===== src/rtl/tdm_pkg.sv =====
// Shared types and constants for the four-channel TDM demultiplexer.
package tdm_pkg;

    localparam int NCH = 4;

    typedef enum logic {
        HUNT   = 1'b0,
        LOCKED = 1'b1
    } state_e;

    typedef logic [1:0] slot_t;

endpackage


===== src/rtl/tdm_bit_slot_cnt.sv =====
// Bit-within-slot and slot-within-frame position counters for the TDM receiver.
module tdm_bit_slot_cnt
    import tdm_pkg::*;
#(
    parameter int DW = 8
) (
    input  logic  clk,
    input  logic  rst_n,
    input  logic  adv_i,
    input  logic  restart_i,
    output slot_t slot_o,
    output logic  last_bit_o,
    output logic  boundary_o
);

    localparam int BW = (DW > 2) ? $clog2(DW) : 1;

    logic [BW-1:0] bit_q, bit_d;
    slot_t         slot_q, slot_d;

    assign last_bit_o = (bit_q == BW'(DW - 1));
    assign boundary_o = (bit_q == '0) && (slot_q == '0);
    assign slot_o     = slot_q;

    // A restart consumes the sync bit itself, so the next bit is bit 1 of slot 0.
    always_comb begin
        bit_d  = bit_q;
        slot_d = slot_q;
        if (restart_i) begin
            bit_d  = BW'(1);
            slot_d = '0;
        end else if (adv_i) begin
            if (last_bit_o) begin
                bit_d  = '0;
                slot_d = slot_q + 2'd1;
            end else begin
                bit_d  = bit_q + BW'(1);
            end
        end
    end

    always_ff @(posedge clk or negedge rst_n) begin
        if (!rst_n) begin
            bit_q  <= '0;
            slot_q <= '0;
        end else begin
            bit_q  <= bit_d;
            slot_q <= slot_d;
        end
    end

endmodule


===== src/rtl/tdm_demux4.sv =====
// Four-channel TDM receiver: frame-sync hunting, serial-to-parallel conversion
// and per-channel word registers with valid pulses and framing-error reporting.
module tdm_demux4
    import tdm_pkg::*;
#(
    parameter int DW = 8
) (
    input  logic              clk,
    input  logic              rst_n,
    input  logic              sd_i,
    input  logic              sv_i,
    input  logic              fs_i,
    output logic [NCH*DW-1:0] ch_data_o,
    output logic [NCH-1:0]    ch_vld_o,
    output logic              frame_done_o,
    output logic              sync_err_o,
    output logic              locked_o
);

    state_e            state_q, state_d;
    logic [DW-2:0]     sh_q;
    logic [DW-1:0]     word;
    logic [NCH*DW-1:0] ch_data_q;
    logic [NCH-1:0]    ch_vld_q;
    logic              frame_done_q;
    logic              sync_err_q;

    logic  adv, restart, shift_en, wr, err;
    slot_t slot;
    logic  last_bit, boundary;

    tdm_bit_slot_cnt #(.DW(DW)) u_cnt (
        .clk        (clk),
        .rst_n      (rst_n),
        .adv_i      (adv),
        .restart_i  (restart),
        .slot_o     (slot),
        .last_bit_o (last_bit),
        .boundary_o (boundary)
    );

    // Only DW-1 history bits are stored; the live bit completes the word.
    assign word = {sh_q, sd_i};

    always_comb begin
        state_d  = state_q;
        adv      = 1'b0;
        restart  = 1'b0;
        shift_en = 1'b0;
        wr       = 1'b0;
        err      = 1'b0;
        if (sv_i) begin
            case (state_q)
                HUNT: begin
                    if (fs_i) begin
                        restart  = 1'b1;
                        shift_en = 1'b1;
                        state_d  = LOCKED;
                    end
                end
                LOCKED: begin
                    if (boundary) begin
                        if (fs_i) begin
                            adv      = 1'b1;
                            shift_en = 1'b1;
                        end else begin
                            err     = 1'b1;
                            state_d = HUNT;
                        end
                    end else if (fs_i) begin
                        // Early sync: abandon the partial word and realign on this bit.
                        err      = 1'b1;
                        restart  = 1'b1;
                        shift_en = 1'b1;
                    end else begin
                        adv      = 1'b1;
                        shift_en = 1'b1;
                        wr       = last_bit;
                    end
                end
                default: state_d = HUNT;
            endcase
        end
    end

    always_ff @(posedge clk or negedge rst_n) begin
        if (!rst_n) begin
            state_q      <= HUNT;
            sh_q         <= '0;
            ch_data_q    <= '0;
            ch_vld_q     <= '0;
            frame_done_q <= 1'b0;
            sync_err_q   <= 1'b0;
        end else begin
            state_q      <= state_d;
            if (shift_en) begin
                sh_q <= word[DW-2:0];
            end
            ch_vld_q     <= wr ? (NCH'(1) << slot) : '0;
            frame_done_q <= wr && (slot == slot_t'(NCH - 1));
            sync_err_q   <= err;
            for (int k = 0; k < NCH; k++) begin
                if (wr && (slot == slot_t'(k))) begin
                    ch_data_q[k*DW +: DW] <= word;
                end
            end
        end
    end

    assign ch_data_o    = ch_data_q;
    assign ch_vld_o     = ch_vld_q;
    assign frame_done_o = frame_done_q;
    assign sync_err_o   = sync_err_q;
    assign locked_o     = (state_q == LOCKED);

endmodule


===== config.mk =====
export PLATFORM = sky130hd
export DESIGN_NAME = tdm_demux4
export DESIGN_NICKNAME = d
export VERILOG_FILES = /design/src/rtl/tdm_pkg.sv /design/src/rtl/tdm_bit_slot_cnt.sv /design/src/rtl/tdm_demux4.sv
export SDC_FILE = /design/constraint.sdc
export NUM_CORES = 1
export LEC_CHECK = 0
export ABC_AREA = 1
export BUFFER_PORTS_ARGS = -buffer_cell sky130_fd_sc_hd__buf_4
export CAP_MARGIN = 20
export CORE_MARGIN = 5
export CORE_UTILIZATION = 55
export DETAILED_ROUTE_END_ITERATION = 10
export HOLD_SLACK_MARGIN = 0.06
export PLACE_DENSITY = 0.82
export SLEW_MARGIN = 30
export SYNTH_ARGS = -nofsm -noshare
export SYNTH_HDL_FRONTEND = slang
export SYNTH_SLANG_ARGS = --single-unit

===== constraint.sdc =====
create_clock -name clk -period 4.25 [get_ports clk]
set_input_delay 0 -clock clk [delete_from_list [all_inputs] [get_ports clk]]
set_output_delay 0 -clock clk [all_outputs]
set_load 0.01 [all_outputs]

### Yosys cells after proc, flatten, opt, wreduce, memory -nomap -nowiden

Cells that the tools add are included.

* add/subtract/negate cells: 2
* equality and inequality tests: 4
* shift operators: 1
* muxes and demuxes: 25
* bitwise operators: 1
* reductions and logical operators: 10

Operators by type and width (number)
* $mux 1: 16
* $mux 3: 3
* $mux 2: 3
* $logic_and 1x1->1: 5
* $eq 2x2->1 const B: 2
* $mux 4: 1
* $pmux 1 s2: 2
* $reduce_bool 2->1: 2
* $shl 1x2->4 const A: 1
* $add 3x1->3 const B: 1
* $eq 3x3->1 const B: 1
* $logic_not 3->1: 1
* $add 2x1->2 const B: 1
* $eq 2x1->1 const B: 1
* $logic_not 2->1: 1
* $reduce_and 2->1: 1
* $not 1->1: 1

* register bits after elaboration: 51
* bits of input ports: 5

### Logic depth before layout (Yosys ltp)

* depth after elaboration: 7
* gate-level depth with buffers: 12
* gate-level depth less buffers: 10

### Cells and area by module

Synthesis repeated with hierarchy kept, for this count alone.

* cell total of the unflattened synthesis: 238
* area, all modules: 2274.7 sq um

By module, submodules not included
* tdm_demux4: times used 1, cells each 203, area an instance 1988.2 sq um
* tdm_bit_slot_cnt: times used 1, cells each 35, area an instance 286.5 sq um

### Least setup slack after synthesis

No wires, ideal clock.

* path type: register -> register
* start: register u_cnt.slot_q[0] (netlist: u_cnt.slot_o[0])
* end: register u_cnt.slot_q[0] (netlist: u_cnt.slot_o[0])
* setup time: 0.118 ns
* data arrival time: 1.808 ns
* required time: 4.132 ns
* slack: 2.324 ns
* stages on the path, launching flop included: 13
* path buffers: 2
* clock period less this slack: 1.926 ns
* cell sequence: dfrtp_1 inv_1 ha_1 buf_4 nand3_1 buf_2 inv_1 ha_1 nand3_1 nor2_1 inv_1 nand3_1 nand2_1

* word-level cells in the longest chain between the ends: 7
* elaborated cells on any way between the ends: 15

RTL lines
* start: declaration: line tdm_bit_slot_cnt.sv:19 `slot_t slot_q, slot_d;`
* start signal: assignment: line tdm_bit_slot_cnt.sv:48 `slot_q <= slot_d;`
* $logic_not 2->1: line tdm_bit_slot_cnt.sv:22 `assign boundary_o = (bit_q == '0) && (slot_q == '0);`
* $logic_and 1x1->1: line tdm_bit_slot_cnt.sv:22
* $mux 1: line tdm_demux4.sv:62 `if (boundary) begin`
* $pmux 1 s2 or $mux 1 (tied branches): line tdm_demux4.sv:53 `case (state_q)`
* $mux 1: line tdm_demux4.sv:52 `if (sv_i) begin`
* $reduce_bool 2->1 (no line)
* $reduce_and 2->1 (no line)

Parallel ways exist; a longest one is shown, timed or not. The select of a mux whose other input is x is not followed.
A chain may end at the register's enable or synchronous reset.

### Worst setup path in the final report

Same ends and word-level chain as after synthesis.

==> key figures <==
Status
  • Status: finished, final reports clean

Synthesis
  • Top cells by count, synth: nand2_1, dfrtp_1, nand4_1
  • Synthesized area: 0.002226 mm2
  • Asr flop ratio synth: 100.0%
  • Post-synth top area cell: dfrtp_1
  • Register area share after synthesis: a little under three fifths
  • Yosys reg bits: 50
  • Synth area leaders: dfrtp_1, nand2_1, nand4_1
  • Post-Synthesis Cells: 237
  • Number of flops mapped to enable cells by yosys: 0
  • Post-synth top flop: dfrtp_1
  • Syn nets: between 200 and 300
  • Syn avg cell area: approximately 9.4 um2
  • Area fraction of the dominant cell type after synthesis: 56.21%
  • Yosys cell types: 16
  • Warnings, synthesis: 0
  • Most numerous cell in the Yosys netlist: nand2_1

Power and ir drop
  • Cell Int Power: 0.8286 mW
  • Peak VDD IR: approximately 0.30 mV
  • P_leak: 1.547 nW
  • Sequential share of power: approximately 51%
  • Switching power: 0.4359 mW
  • Cell area power density: 472.9 mW/mm2
  • Clk pwr share: 26.5%
  • Comb power frac: 23.0%
  • Switch share: between 30% and 40%

Clock tree
  • # clock sinks: 50
  • TritonCTS clock tree: yes
  • H-tree depth: 2
  • Clk_lat worst skew: 0.30 ns
  • Clk root buf: clkbuf_8
  • CTS Buf Count: 5
  • Clock buffer depth: 2
  • Clk slew on worst S/H paths: 0.09 ns

Run
  • Maxcap violations: 0

Cells and area
  • Fillers: 325
  • Ant diodes: 0
  • Layout cells sized above 1: 21.07%
  • Non-Filler Instances: 330
  • Nets: 293
  • Synthesis-to-finish area growth: 20.12%
  • Final instance area: around 0.0027 mm2

Worst hold path
  • Hold Path Sink: sync_err_o
  • Path type of the worst min-delay path: in -> reg
  • Cells on Worst Hold Path: 4
  • Hold Crit Start: fs_i

Route
  • DRC violation count after routing: 0
  • Via density: 5.376
  • Number of routed nets with antenna violations: 0
  • DRT Wirelength: 4668 um
  • Drt first pass iters: 4
  • Routed WL per cell: 14.15 um
  • Drt initial violations: around 130
  • Via count: between 1500 and 2000

Timing
  • Relative slew slack: approximately three fifths
  • RSZ-0062 raised after global routing: false
  • Number of setup violations in the final report: 0
  • Setup Total Neg Slack: 0 ns
  • Final Hold Fails: 0
  • Crit share post-route: around 49%
  • Worst slew pin tran: 0.6232 ns
  • Fin Clk Skew: approximately 0.0065 ns
  • Slew Limit Fails: 0
  • Tmin final: 2.079 ns
  • F_max: 480.9 MHz

Critical path
  • Crit path required time: 4.45 ns
  • R2R cell count: 10
  • Worst r2r src: u_cnt.slot_o[0]
  • Crit end category: flop
  • Crit path DAT: 2.28 ns
  • Startpoint Class: flop
  • Setup CP Type: reg -> reg
  • Max Fanout on Critical Path: 10
  • R2r endpoint: u_cnt.slot_o[0]
  • Reg2Reg Setup Slack: around 2.2 ns

Die
  • Number of I/O pins: 44
  • Cell Rows: 23
  • Core area: 0.003971 mm2
  • Initial Utilization: 56.05%
  • Die area: 0.005419 mm2
  • Die width: 73.62 um
  • Die Span Y: 73.62 um

Placed design
  • DP Area: around 0.0025 mm2
  • Routability cong.: 0.8735
  • IO Port Bufs: 43
  • Hpwl dp: 3161 um
  • Placed Instances: 319

Global route
  • Total gr overflow: 0
  • Number of global-route vias before repair: 1645
  • First-pass GRT wire length: 7369 um
  • Largest net degree at the start of global routing: a little over 50
  • Antenna violations before repair: 0
  • Total GRT Usage: ~18%
area by class of cell:
class	count	area, um2	area share (%)
Inverter	16	60.06	2.246
Sequential cell	50	1251	46.79
Tap cell	50	62.56	2.340
Multi-Input combinational cell	159	827.0	30.93
Clock buffer	5	68.82	2.574
Timing Repair Buffer	47	360.3	13.48
Clock inverter	3	43.79	1.638
kinds of logic after synthesis:
family | count (synthesis) | synth area share (%)
AOI/OAI and AO/OA | 4 | 1.012
and+or+nand+nor | 146 | 31.09
adders and majority gates | 9 | 5.059
buffers and inverters | 28 | 6.633
DFF | 50 | 56.21
cell usage in the layout, fill, tap and decap left out, drive strengths merged:
cell type	Yosys	layout
bufinv	0	1
dlygate4sd3	0	3
nand4	32	32
buf	9	44
nand2	88	88
o211ai	1	1
clkinv	0	1
dfrtp	50	50
inv	16	17
ha	9	9
clkbuf	3	5
nor2	8	8
o21ai	3	3
nand3	18	18
power by group through the flow:
stage	sequential (mW)	combinational, mW	clock (mW)
6_report	0.639	0.290	0.336
3_5_place_dp	0.645	0.288	0
2_1_floorplan	0.627	0.192	0
5_1_grt	0.644	0.327	0.362
3_3_place_gp	0.645	0.280	0
4_1_cts	0.636	0.291	0.341
metal layers:
layer / vias up / track usage [%] / routed length (um)
met5: - / 0 / 0
met2: 38 / 30.31 / 2332
met3: 4 / 5.062 / 258
met1: 862 / 22.45 / 2033
met4: 0 / 5.231 / 43
li1: 870 / - / -
worst max-delay path by stage:
| stage | startpoint | end | slack, ns |
|---|---|---|---|
| after floorplan | u_cnt.slot_o[0] | u_cnt.slot_o[0] | 2.32 |
| after global placement | u_cnt.slot_o[0] | u_cnt.slot_o[0] | 2.34 |
| after detailed placement | u_cnt.slot_o[0] | u_cnt.slot_o[0] | 2.22 |
| after CTS | u_cnt.slot_o[0] | u_cnt.slot_o[0] | 2.22 |
| after global routing | u_cnt.slot_o[0] | u_cnt.slot_o[0] | 2.05 |
| final | u_cnt.slot_o[0] | u_cnt.slot_o[0] | 2.17 |
stage by stage:
stage	utilization [%]	setup WS (ns)	total power, mW	hold slack [ns]
6_report	67.33	2.171	1.265	0.1423
5_1_grt	67.33	2.049	1.333	0.1961
4_1_cts	67.33	2.217	1.268	0.1393
3_5_place_dp	63.74	2.223	0.9336	0.05425
3_3_place_gp	63.74	2.341	0.9250	0.05392
2_1_floorplan	-	2.324	0.8195	-0.2956
critical path, stage by stage, from the launching register on:
cell and delay [ns]:
dfrtp_1 0.42, inv_1 0.10, ha_1 0.34, nand3_1 0.19, inv_1 0.06, ha_1 0.31
nand3_1 0.13, nor2_1 0.21, inv_1 0.08, nand3_1 0.07, nand2_1 0.06
registers in the layout (all words and copies together), names as in the netlist:
register / cells
sync_err_o: 1
u_cnt.slot_o: 2
sh_q: 7
ch_data_o: 32
ch_vld_o: 4
locked_o: 1
u_cnt.bit_q: 3
repair_timing:
item,4_1_cts,5_1_grt
gates resized for setup,0,0
hold buffers,3,0
endpoints found under the hold margin,57,0
setup buffers,0,0
(Power assumes the default switching activity.)
